[config.mk]
export PLATFORM = sky130hd
export DESIGN_NAME = lsu_mem_master
export DESIGN_NICKNAME = d
export VERILOG_FILES = /design/src/rtl/lsu_mem_master.sv
export SDC_FILE = /design/constraint.sdc
export NUM_CORES = 1
export LEC_CHECK = 0
export ABC_AREA = 0
export BUFFER_PORTS_ARGS = -buffer_cell sky130_fd_sc_hd__buf_4
export CORE_MARGIN = 2
export CORE_UTILIZATION = 25
export DETAILED_ROUTE_END_ITERATION = 10
export SYNTH_ARGS = -nofsm -noshare
export SYNTH_HDL_FRONTEND = slang
export SYNTH_SLANG_ARGS = --single-unit
[constraint.sdc]
create_clock -name clk -period 5.95 [get_ports clk]
set_clock_uncertainty 0.05 [all_clocks]
set_input_delay 0.8925 -clock clk [delete_from_list [all_inputs] [get_ports clk]]
set_output_delay 0.8925 -clock clk [all_outputs]
set_load 0.02 [all_outputs]
[src/rtl/lsu_mem_master.sv]
// lsu_mem_master: bounds-checked load/store initiator between the core memory stage and a word memory.
// Optional statistics counters are compiled in when LSU_MEM_MASTER_STATS_EN is defined.
module lsu_mem_master #(
    parameter int MEM_WORDS   = 64,
    parameter int WAIT_CYCLES = 1
) (
    input  logic        clk,
    input  logic        rst,
    input  logic        req_valid,
    output logic        req_ready,
    input  logic        req_write,
    input  logic [31:0] req_addr,
    input  logic [31:0] req_wdata,
    output logic        resp_valid,
    output logic [31:0] resp_rdata,
    output logic        resp_err,
    output logic        mem_read,
    output logic        mem_write,
    output logic [31:0] mem_addr,
    output logic [31:0] mem_wdata,
    input  logic [31:0] mem_rdata,
    output logic        busy
`ifdef LSU_MEM_MASTER_STATS_EN
    ,
    output logic [15:0] load_count,
    output logic [15:0] store_count,
    output logic [15:0] err_count
`endif
);

    typedef enum logic [1:0] {IDLE, ACCESS, RESP} state_t;

    state_t      state;
    logic        wr;
    logic [31:0] wait_cnt;
    logic        bad;
    logic        done;

    // Request rejection and access completion decode.
    always_comb begin
        bad  = (|req_addr[1:0]) || ({2'b00, req_addr[31:2]} >= 32'(MEM_WORDS));
        done = (state == ACCESS) && (wr || wait_cnt == 32'd0);
    end

    // Transaction FSM; every output is a register updated on the state transitions.
    always_ff @(posedge clk or posedge rst) begin
        if (rst) begin
            state      <= IDLE;
            wr         <= 1'b0;
            wait_cnt   <= 32'd0;
            req_ready  <= 1'b1;
            resp_valid <= 1'b0;
            resp_rdata <= 32'd0;
            resp_err   <= 1'b0;
            mem_read   <= 1'b0;
            mem_write  <= 1'b0;
            mem_addr   <= 32'd0;
            mem_wdata  <= 32'd0;
            busy       <= 1'b0;
        end else begin
            case (state)
                IDLE: begin
                    if (req_valid) begin
                        req_ready <= 1'b0;
                        busy      <= 1'b1;
                        wr        <= req_write;
                        if (bad) begin
                            state      <= RESP;
                            resp_valid <= 1'b1;
                            resp_err   <= 1'b1;
                            resp_rdata <= 32'd0;
                        end else begin
                            state     <= ACCESS;
                            mem_addr  <= {2'b00, req_addr[31:2]};
                            mem_write <= req_write;
                            mem_read  <= !req_write;
                            mem_wdata <= req_write ? req_wdata : 32'd0;
                            wait_cnt  <= 32'(WAIT_CYCLES - 1);
                        end
                    end
                end
                ACCESS: begin
                    if (done) begin
                        state      <= RESP;
                        resp_valid <= 1'b1;
                        resp_rdata <= wr ? 32'd0 : mem_rdata;
                        mem_read   <= 1'b0;
                        mem_write  <= 1'b0;
                        mem_addr   <= 32'd0;
                        mem_wdata  <= 32'd0;
                    end else begin
                        wait_cnt <= wait_cnt - 32'd1;
                    end
                end
                default: begin
                    state      <= IDLE;
                    resp_valid <= 1'b0;
                    resp_err   <= 1'b0;
                    resp_rdata <= 32'd0;
                    req_ready  <= 1'b1;
                    busy       <= 1'b0;
                end
            endcase
        end
    end

`ifdef LSU_MEM_MASTER_STATS_EN
    // Saturating completion counters, bumped on the edge that raises the response pulse.
    always_ff @(posedge clk or posedge rst) begin
        if (rst) begin
            load_count  <= 16'd0;
            store_count <= 16'd0;
            err_count   <= 16'd0;
        end else begin
            if (state == IDLE && req_valid && bad && err_count != 16'hFFFF)
                err_count <= err_count + 16'd1;
            if (done && wr && store_count != 16'hFFFF)
                store_count <= store_count + 16'd1;
            if (done && !wr && load_count != 16'hFFFF)
                load_count <= load_count + 16'd1;
        end
    end
`endif

endmodule

==> results.txt <==
- Of all nets on the critical path, the largest fanout is 64.
* Number of CTS-inserted buffers: 17
* Clock transition at the registers of the reported paths: 0.06 ns
- Dividing the detail-routed via count by the number of cells gives 4.63.
* Total track usage: 0.125
- After synthesis, the cell types taking the most area are dfrtp_1 (59%), a22o_1 (5.9%), o21ai_0 (3.5%).
* Clock insertion delay at the later pin of the skew report: 0.41 ns
* Crit end category: flop
- Entering global routing, the biggest net connects 82 pins.
- The worst pin sits at a relative slew slack of 0.222.
- Count of port buffers added during placement: 199
- The synthesized design spends more area on one cell type than any other, namely dfrtp_1.
* Post-cts gate resize count: 0
- STA classifies the critical path startpoint as a flop.
* CTS tree: done
- Die Area: 23900 um^2
- Crit Path Class: reg -> reg
* Row count: 55
- For this design the top-level I/O count stands at 202.
* Commonest register cell after synthesis: dfrtp_1
- The detail route stage leaves a number of antenna-violating nets equal to 0.
- Number of antenna violations at the first check in global routing: 0
- Period minus WS final: 3.05 ns
- After the first detailed-routing iteration, the DRC count stood at 313.
- Prior to clock tree synthesis, the placed netlist has a worst setup slack of 2.59 ns.
- Sequential element share of the synthesized area: 0.597
- Measured along the x axis, the die boundary spans 155 um.
* Final nets: 808
* Run status: completed
* Req. time, crit path: 6.19 ns
- Bufs on Longest Clock Path: 2
* Estimated wirelength of the detail-placed design: 10200 um
* Share of the clock period used by the worst path: 0.513
- Setup violations remaining at the end of the flow were counted as 0.
* Via count of the first global-routing pass: 4433
* Area grow syn2layout: 41.6%
* Arr. time, crit path: 3.29 ns
- Yosys printed 0 warnings.
- Registers take 3380 um^2.
* Setup Buffers After CTS: 0
* Starting utilization of the core area: 0.253
- Length of the first detailed-routing pass in iterations: 4
- In this run the static leakage power is 3.89 nW.
* Fill cells: 2228
- Total congestion overflow after global routing: 0
* Routed wire length per instance: 14.8 um
* Floorplan core area: 22400 um^2
- Hold_ws: 0.415 ns
- In this run the number of H-tree levels came out at 4.
* Number of max-slew violations in the final report: 0
- Share of Yosys cell area claimed by the top area cell type: 0.592
- Across all setup checks in the final design, the least slack found is 2.90 ns.
* Total inserted antenna cells: 0
- Area occupied by multi-input gates: 2110 um^2
* Final hold viol count: 0
- RSZ-0062 raised after global routing: false
- Share of post-route cells with drive strength above 1: 0.349
* Least-Margin Pin Slew: 1.17 ns
* Highest attainable clock frequency: 328 MHz
* Post-synthesis cell type count: 50
- Across the VDD grid, the largest voltage drop is 0.133 mV.
* Detailed-route via count: 4646
- After synthesis the cells add up to 5670 um^2.
* Total wirelength of the detailed-routed design: 14900 um
- The clock net in this run drives a total of 135 sinks.
- After technology mapping, the gate count stands at 515.
* Number of enable flip-flop cells after synthesis: 0
- The first global-routing pass estimated 23900 um of wire.
- Of all flip-flops after synthesis, the portion carrying an async set or reset was 1.00.
- Each instance of the synthesized netlist takes up on average 11.0 um^2.
- The path class of the tightest hold or removal check is reg -> reg.
- In this run, post-CTS hold repair placed 0 buffers.
- Die H: 155 um
* Total cell area at the placement stage: 7410 um^2
- Across the run, the number of max-cap violations was 0.
* Number of flip-flops and latches in the synthesized netlist: 135
- Total power divided by cell area: 264 nW/um^2
- Remaining design rule violation count: 0
- The design draws 2.12 mW.
* Clock root buffer: clkbuf_16
- After routing the design area is 8020 um^2.
- The congestion estimate from routability-driven global placement came to 0.756.
* Setup TNS: 0 ns
-- metal layers --
| layer | track usage | wire length [um] |
|---|---|---|
| met2 | 0.194 | 6930 |
| met4 | 0.0379 | 150 |
| met5 | 0 | 0 |
| met3 | 0.0342 | 851 |
| met1 | 0.169 | 6970 |
-- critical path, cell delays in order, from the launching register on --
cell	delay [ns]
dfrtp_1	0.40
nor4_1	0.68
nand3_1	0.37
nor3_2	0.36
o21ai_4	0.08
a21o_2	0.56
a22o_1	0.41
-- layout by cell type (no fill, tap or decap), types with 3 or more instances in the layout --
master | synthesis | final
o211ai_1 | 8 | 8
o21a_1 | 5 | 5
buf_4 | 3 | 205
o31a_1 | 3 | 3
o21ai_0 | 40 | 40
nand2b_1 | 3 | 3
inv_6 | 0 | 3
nor4_1 | 16 | 15
inv_1 | 6 | 5
dfrtp_1 | 134 | 134
or3_1 | 11 | 11
a21oi_1 | 13 | 13
clkinv_4 | 0 | 3
clkbuf_16 | 0 | 17
bufinv_16 | 0 | 3
nor2_1 | 29 | 28
xnor2_1 | 3 | 3
nand2_1 | 42 | 42
or4_1 | 9 | 9
nand3_1 | 34 | 34
xor2_1 | 10 | 10
a22o_1 | 38 | 38
o31ai_1 | 7 | 7
and2_1 | 27 | 27
a31oi_1 | 3 | 3
nand4_1 | 4 | 4
nor3_1 | 5 | 5
-- layout make-up --
type,instances,area share
Multi-Input combinational cell,341,0.263
Clock inverter,13,0.0212
Sequential cell,135,0.421
Timing Repair Buffer,205,0.192
Inverter,6,0.00343
Clock buffer,19,0.0552
Tap cell,285,0.0444
-- path summary, 6_finish.rpt --
check / start / endpoint / slack [ns] / cells past startpoint
max reg2reg: wait_cnt[10] / mem_addr[0] / 2.90 / 6
min reg2reg: req_ready / req_ready / 0.42 / 2
min: req_ready / req_ready / 0.42 / 2
max: wait_cnt[10] / mem_addr[0] / 2.90 / 6
min in group asynchronous: rst / mem_wdata[7] / 0.57 / 2
max in group asynchronous: rst / resp_rdata[3] / 4.09 / 3
-- synth_stat cells, types with 3 or more instances --
cell type  number
a21oi_1        13
a22o_1         38
a31oi_1         3
and2_1         27
buf_1           3
buf_2           3
buf_4           3
buf_6           5
clkbuf_1       20
dfrtp_1       134
inv_1           6
nand2_1        42
nand2b_1        3
nand3_1        34
nand4_1         4
nor2_1         29
nor3_1          5
nor4_1         16
o211ai_1        8
o21a_1          5
o21ai_0        40
o21ai_1         3
o31a_1          3
o31ai_1         7
or3_1          11
or4_1           9
xnor2_1         3
xor2_1         10
-- logic make-up after synthesis --
group,synth area share
compound gates,0.159
xor+xnor,0.0201
fa+ha+maj,0.00442
buf+inv,0.0358
flops,0.597
mux,0.00552
other cells,0.000662
simple gates,0.178
-- through the flow --
stage	instances	util
2_1_floorplan	516	-
3_3_place_gp	972	0.330
4_1_cts	1004	0.358
6_report	1004	0.358
3_5_place_dp	972	0.330
5_1_grt	1004	0.358
-- sequential cells by signal, summed over array words and instances, names as in the netlist --
name        count
resp_valid      1
mem_addr       30
wr              1
req_ready       1
mem_write       1
state           2
mem_wdata      32
busy            1
mem_read        1
resp_err        1
resp_rdata     32
wait_cnt       32
-- power by group --
part / internal, mW / leakage (nW) / switching, mW
logic: 0.0488 / 1.74 / 0.0435
registers: 0.923 / 1.85 / 0.00516
clock network: 0.677 / 0.296 / 0.422
Note: power is estimated with default switching activity, not from simulation.
